`src/rtl/bus_fifo_ctrl_pkg.sv`:
```
// Shared types and constants for the bus-to-FIFO burst controller.
package bus_fifo_ctrl_pkg;

  typedef enum logic [2:0] {
    IDLE,
    CLR,
    CHECK,
    REQ,
    DATA,
    FINISH
  } state_t;

  // One bus beat is 128 bits: 16 bytes on the bus, two 64-bit FIFO words.
  localparam int BEAT_BYTES     = 16;
  localparam int WORDS_PER_BEAT = 2;

endpackage

```
`src/rtl/bus_fifo_credit.sv`:
```
// Burst sizing and FIFO space check for the burst controller.
// blen is the next burst length in beats; space_ok says the FIFO can take all of it.
module bus_fifo_credit
  import bus_fifo_ctrl_pkg::*;
#(
  parameter int DEPTH     = 32,
  parameter int MAX_BURST = 8,
  localparam int LW       = $clog2(DEPTH) + 1,
  localparam int BW       = $clog2(MAX_BURST + 1)
) (
  input  logic [15:0]   remaining,
  input  logic [LW-1:0] fifo_level,
  output logic [BW-1:0] blen,
  output logic          space_ok
);

  localparam logic [15:0]   MAXB16  = 16'(MAX_BURST);
  localparam logic [LW-1:0] DEPTH_L = LW'(DEPTH);

  logic [LW-1:0] space;
  logic [LW-1:0] need;

  // remaining is below MAX_BURST in the second branch, so the slice is lossless
  assign blen     = (remaining >= MAXB16) ? MAXB16[BW-1:0] : remaining[BW-1:0];
  assign space    = DEPTH_L - fifo_level;
  assign need     = LW'(int'(blen) * WORDS_PER_BEAT);
  assign space_ok = (space >= need);

endmodule

```
`src/rtl/bus_fifo_burst_ctrl.sv`:
```
// Burst read sequencer feeding the 128-in/64-out SHA3 bus FIFO.
// Splits a transfer into bursts of at most MAX_BURST beats, requests a burst
// only once the FIFO has room for all of it, and gates consumer pops on empty.
// Optional build macro BUS_FIFO_CTRL_STATS_EN adds stat_beats/stat_stall counters.
module bus_fifo_burst_ctrl
  import bus_fifo_ctrl_pkg::*;
#(
  parameter int DEPTH     = 32,
  parameter int MAX_BURST = 8,
  parameter int AW        = 32,
  localparam int LW       = $clog2(DEPTH) + 1
) (
  input  logic          clk,
  input  logic          rst_n,
  input  logic          start,
  input  logic [AW-1:0] src_addr,
  input  logic [15:0]   total_beats,
  output logic          busy,
  output logic          done,
  output logic          err,
  output logic          m_req,
  output logic [AW-1:0] m_addr,
  output logic [7:0]    m_len,
  input  logic          m_ack,
  input  logic          m_rvalid,
  input  logic [127:0]  m_rdata,
  input  logic          m_rlast,
  output logic          fifo_clr,
  output logic          fifo_wr_en,
  output logic [127:0]  fifo_wr_data,
  input  logic [LW-1:0] fifo_level,
  input  logic          fifo_empty,
  input  logic          cons_rd_req,
  output logic          fifo_rd_en
`ifdef BUS_FIFO_CTRL_STATS_EN
  ,
  output logic [31:0]   stat_beats,
  output logic [31:0]   stat_stall
`endif
);

  localparam int BW = $clog2(MAX_BURST + 1);

  state_t        state;
  logic [15:0]   remaining;
  logic [BW-1:0] burst_len;
  logic [BW-1:0] beat_cnt;
  logic [BW-1:0] blen;
  logic          space_ok;
  logic          last_beat;

  bus_fifo_credit #(
    .DEPTH     (DEPTH),
    .MAX_BURST (MAX_BURST)
  ) u_credit (
    .remaining  (remaining),
    .fifo_level (fifo_level),
    .blen       (blen),
    .space_ok   (space_ok)
  );

  assign last_beat    = (beat_cnt == BW'(1));
  assign fifo_wr_en   = (state == DATA) && m_rvalid;
  assign fifo_wr_data = fifo_wr_en ? m_rdata : '0;
  assign fifo_rd_en   = cons_rd_req && !fifo_empty;

  // Transfer sequencer: command accept, FIFO clear, space wait, request, beat count
  always_ff @(posedge clk or negedge rst_n) begin
    if (!rst_n) begin
      state     <= IDLE;
      busy      <= 1'b0;
      done      <= 1'b0;
      err       <= 1'b0;
      m_req     <= 1'b0;
      m_addr    <= '0;
      m_len     <= '0;
      fifo_clr  <= 1'b0;
      remaining <= '0;
      burst_len <= '0;
      beat_cnt  <= '0;
    end else begin
      done <= 1'b0;
      case (state)
        IDLE: begin
          if (start) begin
            err <= 1'b0;
            if (total_beats == 16'd0) begin
              // empty transfer: no bus traffic and the FIFO is left untouched
              done <= 1'b1;
            end else begin
              busy      <= 1'b1;
              fifo_clr  <= 1'b1;
              remaining <= total_beats;
              m_addr    <= src_addr;
              state     <= CLR;
            end
          end
        end
        CLR: begin
          fifo_clr <= 1'b0;
          state    <= CHECK;
        end
        CHECK: begin
          // consumer pops only add room while waiting, so a pass here stays valid
          if (space_ok) begin
            m_req     <= 1'b1;
            m_len     <= 8'(blen) - 8'd1;
            burst_len <= blen;
            beat_cnt  <= blen;
            state     <= REQ;
          end
        end
        REQ: begin
          if (m_ack) begin
            m_req <= 1'b0;
            state <= DATA;
          end
        end
        DATA: begin
          if (m_rvalid) begin
            beat_cnt <= beat_cnt - BW'(1);
            // the local count ends the burst; m_rlast is only cross-checked
            if (m_rlast != last_beat) err <= 1'b1;
            if (last_beat) begin
              m_addr    <= m_addr + AW'(int'(burst_len) * BEAT_BYTES);
              remaining <= remaining - 16'(burst_len);
              if (remaining == 16'(burst_len)) begin
                done  <= 1'b1;
                busy  <= 1'b0;
                state <= FINISH;
              end else begin
                state <= CHECK;
              end
            end
          end
        end
        FINISH: state <= IDLE;
        default: state <= IDLE;
      endcase
    end
  end

`ifdef BUS_FIFO_CTRL_STATS_EN
  // Saturating counters of beats written and cycles stalled waiting for FIFO space
  always_ff @(posedge clk or negedge rst_n) begin
    if (!rst_n) begin
      stat_beats <= '0;
      stat_stall <= '0;
    end else if ((state == IDLE) && start) begin
      stat_beats <= '0;
      stat_stall <= '0;
    end else begin
      if (fifo_wr_en && (stat_beats != '1)) stat_beats <= stat_beats + 32'd1;
      if ((state == CHECK) && !space_ok && (stat_stall != '1)) stat_stall <= stat_stall + 32'd1;
    end
  end
`endif

endmodule

```
`config.mk`:
```
export PLATFORM = sky130hd
export DESIGN_NAME = bus_fifo_burst_ctrl
export DESIGN_NICKNAME = d
export VERILOG_FILES = /design/src/rtl/bus_fifo_ctrl_pkg.sv /design/src/rtl/bus_fifo_credit.sv /design/src/rtl/bus_fifo_burst_ctrl.sv
export SDC_FILE = /design/constraint.sdc
export NUM_CORES = 1
export LEC_CHECK = 0
export ABC_AREA = 1
export BUFFER_PORTS_ARGS = -buffer_cell sky130_fd_sc_hd__buf_2
export CAP_MARGIN = 10
export CORE_ASPECT_RATIO = 0.6
export CORE_MARGIN = 1.5
export CORE_UTILIZATION = 35
export CTS_CLUSTER_DIAMETER = 40
export DETAILED_ROUTE_END_ITERATION = 6
export PLACE_DENSITY = 0.66
export SYNTH_ARGS = -nofsm -noshare
export SYNTH_HDL_FRONTEND = slang
export SYNTH_SLANG_ARGS = --single-unit
```
`constraint.sdc`:
```
create_clock -name clk -period 3.78 [get_ports clk]
set_input_delay 0.567 -clock clk [delete_from_list [all_inputs] [get_ports clk]]
set_output_delay 0.567 -clock clk [all_outputs]
set_load 0.01 [all_outputs]
```
# Word level (Yosys, flattened, before mapping)
# Index checks and enable logic that the tools add are counted.
# op_classes
n_reduce_logical	17
order_cmp	2
n_addsub	5
n_mux	43
n_eq_ne	15
# ops
cell	count
128-bit 2-to-1 mux	1
32-bit 2-to-1 mux	4
16-bit 2-to-1 mux	4
32-bit case mux with 2 select lines	1
32-bit by 8-bit adder with 32-bit output	1
16-bit case mux with 2 select lines	1
3-bit 2-to-1 mux	7
16-bit by 4-bit equality test with 1-bit output	1
16-bit by 4-bit >= comparator with 1-bit output (second input constant)	1
16-bit zero test	1
16-bit by 4-bit subtractor with 16-bit output	1
1-bit 2-to-1 mux	15
3-bit case mux with 5 select lines	1
4-bit 2-to-1 mux	3
2-bit != test (second input constant)	6
6-bit AND reduction	2
1-bit case mux with 2 select lines	5
3-bit AND reduction	3
4-bit case mux with 2 select lines	1
2-bit nonzero test	4
3-bit by 2-bit equality test with 1-bit output (second input constant)	2
6-bit by 5-bit >= comparator with 1-bit output	1
6-bit subtractor (first input constant)	1
5-bit AND reduction	1
other kinds (12)	14
# totals
out_inout_bits	175
reg_bits	72
input_bits	190

# Depth between registers and ports, before layout
# logic_depth
depth_word	5
mapped_depth	16
depth_no_buf	16

# Hierarchy
# From an unflattened synthesis, not the netlist that was laid out.
# hier_totals
cells_unflattened	1108
area_unflattened_um2	6239.7
# modules_own_cells
mod	cells_per_inst	seq_area_each_um2	n_inst	area_each_um2
bus_fifo_burst_ctrl	1056	1726.7	1	5969.5
bus_fifo_credit	52	0.0	1	270.3

# Least setup slack after synthesis
# Ideal clock, no wire load.
# synth_timing
path_type	reg2reg
from	register remaining[9]
to	register beat_cnt[1]
synth_period_minus_slack_ns	2.401
arrival_time_ns	2.274
stages_incl_launch_ff	16
required_time_ns	3.653
slack_ns	1.379
cell_sequence	dfrtp_1 > nor2_2 > nand2_1 > nor2_1 > nand2_1 > nor2_1 > inv_1 > ha_1 > nand2_1 > nand2_1 > a21oi_1 > nand2_1 > o21ai_2 > nand2_1 > nand2_1 > o21ai_0
# synth_via
elab_chain_len	5
word_cells_on_any_way	7
# synth_rtl
item	line	source
start, declared	bus_fifo_burst_ctrl.sv:45	logic [15:0] remaining;
start signal, assigned	bus_fifo_burst_ctrl.sv:93	remaining <= total_beats;
start signal, assigned	bus_fifo_burst_ctrl.sv:126	remaining <= remaining - 16'(burst_len);
16-bit by 4-bit >= comparator with 1-bit output (*)	bus_fifo_credit.sv:24	assign blen = (remaining >= MAXB16) ? MAXB16[BW-1:0] : remaining[BW-1:0];
4-bit 2-to-1 mux (*)	bus_fifo_credit.sv:24	
6-bit by 5-bit >= comparator with 1-bit output	bus_fifo_credit.sv:27	assign space_ok = (space >= need);
2-bit != test (no source line)	--	
3-bit AND reduction (no source line)	--	
end signal, assigned	bus_fifo_burst_ctrl.sv:109	beat_cnt <= blen;
end signal, assigned	bus_fifo_burst_ctrl.sv:121	beat_cnt <= beat_cnt - BW'(1);
end, declared	bus_fifo_burst_ctrl.sv:47	logic [BW-1:0] beat_cnt;
# Mark *: on every way between the ends. The rest lies on a longest branch, timed or not. The select of a mux whose other input is x is not followed.
# A chain may end at the register's enable or synchronous reset.

# Final worst setup path
# layout_timing
from	register state[2]
to	output fifo_wr_data[90]
# layout_via
elab_chain_len	3
# layout_rtl
item	line	source
start, declared	bus_fifo_burst_ctrl.sv:44	state_t state;
start signal, assigned	bus_fifo_burst_ctrl.sv:70	state <= IDLE;
start signal, assigned	bus_fifo_burst_ctrl.sv:95	state <= CLR;
start signal, assigned	bus_fifo_burst_ctrl.sv:101	state <= CHECK;
3-bit equality test	bus_fifo_burst_ctrl.sv:63	assign fifo_wr_en = (state == DATA) && m_rvalid;
1-bit logical AND	bus_fifo_burst_ctrl.sv:63	
128-bit 2-to-1 mux	bus_fifo_burst_ctrl.sv:64	assign fifo_wr_data = fifo_wr_en ? m_rdata : '0;
end, declared	bus_fifo_burst_ctrl.sv:30	output logic [127:0] fifo_wr_data,
# Every way passes these cells.

==> impl_metrics.json <==
{
  "status": "finished, final reports clean",
  "setup_violations": 0,
  "seq_area_mm2": 0.001727,
  "fill_cells": 1887,
  "wl_met3_um": 2000,
  "min_path_type": "input port to asynchronous set/reset pin",
  "synthToLayoutAreaGrowth_pct": 36.94,
  "cts_made_buffers": 9,
  "p_leak_nw": 5.476,
  "ctsResizeCount": 0,
  "vdd_ir_drop_max_mv": 0.2631,
  "ant_nets": 0,
  "path_max_fanout": 56,
  "synth_cells": 1096,
  "cts_setup_buffers": 0,
  "final_cell_mix": "buf_2, nand2_1, nor2_1",
  "p_sw_share_pct": 48.84,
  "start_util_pct": 36.19,
  "crit_path_start_kind": "flop",
  "p_int_mw": 2.677,
  "fin_setup_tns_ns": 0,
  "required_ns": 3.21,
  "clk_latency_ns": 0.34,
  "rows": 37,
  "avgSynthCellArea_um2": 5.732,
  "cts_tree": "built",
  "grt_max_degree": 70,
  "cts_root_buf": "clkbuf_16",
  "stdcell_count": 1683,
  "die_height_um": 106.8,
  "via_per_inst": 4.598,
  "cts.reportedPaths.clkPinSlew_ns": 0.07,
  "hold_viol": 0,
  "clock_path_buffers": 2,
  "finClkSkew_ns": 0.01029,
  "drv_slew": 0,
  "synth_warnings": 0,
  "syn_nets": 1304,
  "core_area_mm2": 0.01736,
  "fin_area_mm2": 0.008603,
  "worst-setup-path-type": "flop to primary output",
  "nets": 1649,
  "drt_pre_antenna_iters": 6,
  "grt_overflow": 0,
  "vias": 7739,
  "final_common_cell": "buf_2",
  "p_comb_share_pct": 51.9,
  "grt_pass1_wl_um": 37540,
  "multi_input_area_mm2": 0.003535,
  "track_usage_pct": 25.90,
  "rsz0062_at_grt": "no",
  "p_switching_mw": 2.555,
  "ys_ff_latch": 69,
  "maxUsedRoutingLayer": "met4",
  "ys_seq_area_share_pct": 27.48,
  "worst_pin_slew_ns": 0.9668,
  "pin_count": 365,
  "postCtsHoldBufs": 0,
  "clock-sinks": 69,
  "io_buffers": 364,
  "grt_pass1_vias": 6840,
  "placedCellCount": 1664,
  "maxCapViolCount": 0,
  "p_clk_share_pct": 19.1,
  "antenna_found_initial": 3,
  "drive_above_1_share_pct": 29.05,
  "drt_iter0_markers": 662,
  "die-area_mm2": 0.01879,
  "cp.arrival_ns": 2.42,
  "worst_hold_slack_ns": 0.4355,
  "route.detailed.drc": 0,
  "fmax_mhz": 335.1,
  "met2_length_um": 10840,
  "htreeDepth": 3,
  "fin_crit_sh_pct": 78.95,
  "placed_cell_area_mm2": 0.008248,
  "synth.distinct_cells": 35,
  "gp_routability_congestion": 0.9690,
  "drt-wirelength-per-cell_um": 14.72,
  "drt_wl_total_um": 24770,
  "fin_crit_ns": 2.984,
  "syn_area_mm2": 0.006282,
  "end_kind": "primary output",
  "seqPwrFrac_pct": 29.0,
  "dieWidth_um": 176.0,
  "total_power_mw": 5.232,
  "power_density_mw_per_mm2": 608.1,
  "wl_met1_um": 11620,
  "dpl.hpwl_um": 20140,
  "max_slew_margin_pct": 35.55
}
## per-stage QoR
| stage | utilization [%] | worst slack [ns] |
|---|---|---|
| floorplan | - | 1.379 |
| CTS | 49.51 | 0.8052 |
| detailed placement | 47.51 | 0.8694 |
| global route | 49.56 | 0.5159 |
| finish | 49.56 | 0.7956 |
| global placement | 47.51 | 0.9478 |
## worst paths after layout
check	start	to	slack, ns	depth (start not counted)
setup / recovery	state[2]	fifo_wr_data[90]	0.80	6
hold / removal	rst_n	remaining[4]	0.44	2
setup reg to reg	remaining[9]	beat_cnt[2]	0.80	14
hold reg to reg	m_req	m_req	0.47	2
max in group asynchronous	rst_n	m_addr[23]	2.69	2
min in group clk	src_addr[0]	m_addr[0]	0.46	3
## area by class of cell
| type | count | area share, % |
|---|---|---|
| antenna | 3 | 0.08726 |
| clock buffer | 9 | 2.618 |
| clock inverter | 7 | 1.425 |
| inverter | 213 | 9.293 |
| multi-input combinational | 776 | 41.08 |
| sequential | 69 | 20.07 |
| tap | 234 | 3.403 |
| timing repair buffer | 372 | 22.02 |
## worst max-delay path, cell delays in order (launching register included)
cell	delay, ns
dfrtp_1	0.60
nand2_2	0.35
inv_2	0.17
nand2_4	0.31
buf_12	0.32
nor2_1	0.13
buf_2	0.15
## Yosys cell counts
cell      number  share of area [%]
o211ai_1       4               0.48
xor2_1         5               0.70
nand4_1       14                1.4
nand2_2        3               0.30
dfrtp_1       69                 27
o21a_1         1               0.12
o211ai_2       3               0.60
buf_6          4               0.72
nand3_1       73                5.8
nand2_1      299                 18
clkbuf_1       9               0.54
or2_2          7               0.70
nand2_4        1               0.18
buf_4          6               0.72
nor2_1       271                 16
inv_1        210                 13
xnor2_1        5               0.70
a31oi_1        4               0.40
o32ai_1        1               0.14
nor3_1         3               0.24
ha_1          16                3.2
o21ai_0       23                1.8
fa_1           2               0.64
buf_2         18                1.4
a21oi_1       10               0.80
inv_2          3               0.18
nand3b_1      11                1.3
nor2_2         4               0.40
o21ai_1        4               0.32
a21o_1         1               0.12
o21ai_2        7               0.98
nand3_2        2               0.32
o21bai_1       1               0.12
buf_8          1               0.24
nor2_8         1               0.32
## metal layers
layer | global-route usage (%) | vias up
met5 | 0 | -
met2 | 39.44 | 327
met1 | 37.77 | 3426
met3 | 5.177 | 23
met4 | 5.189 | 0
li1 | - | 3963
## logic make-up (layout without fill, tap and decap cells)
logic type | after synthesis | after routing | synth area share (%)
other | 0 | 3 | 0
buffers and inverters | 251 | 601 | 16.37
adders and majority gates | 18 | 18 | 3.824
and+or+nand+nor | 689 | 689 | 45.03
DFF | 69 | 69 | 27.48
AOI/OAI and AO/OA | 59 | 59 | 5.895
xor gates and xnor gates | 10 | 10 | 1.394
## sequential cells by signal, indices dropped and copies added (netlist names)
signal	flops
beat_cnt	4
burst_len	4
busy	1
done	1
err	1
fifo_clr	1
m_addr	32
m_len	5
m_req	1
remaining	16
state	3
## power groups by stage
stage	combinational [mW]	clock, mW	sequential (mW)
floorplan	1.85	0	1.46
global placement	2.67	0	1.50
detailed placement	2.71	0	1.51
CTS	2.73	1.02	1.50
global route	3.10	1.05	1.56
finish	2.72	1.00	1.52
(Power assumes the default switching activity.)
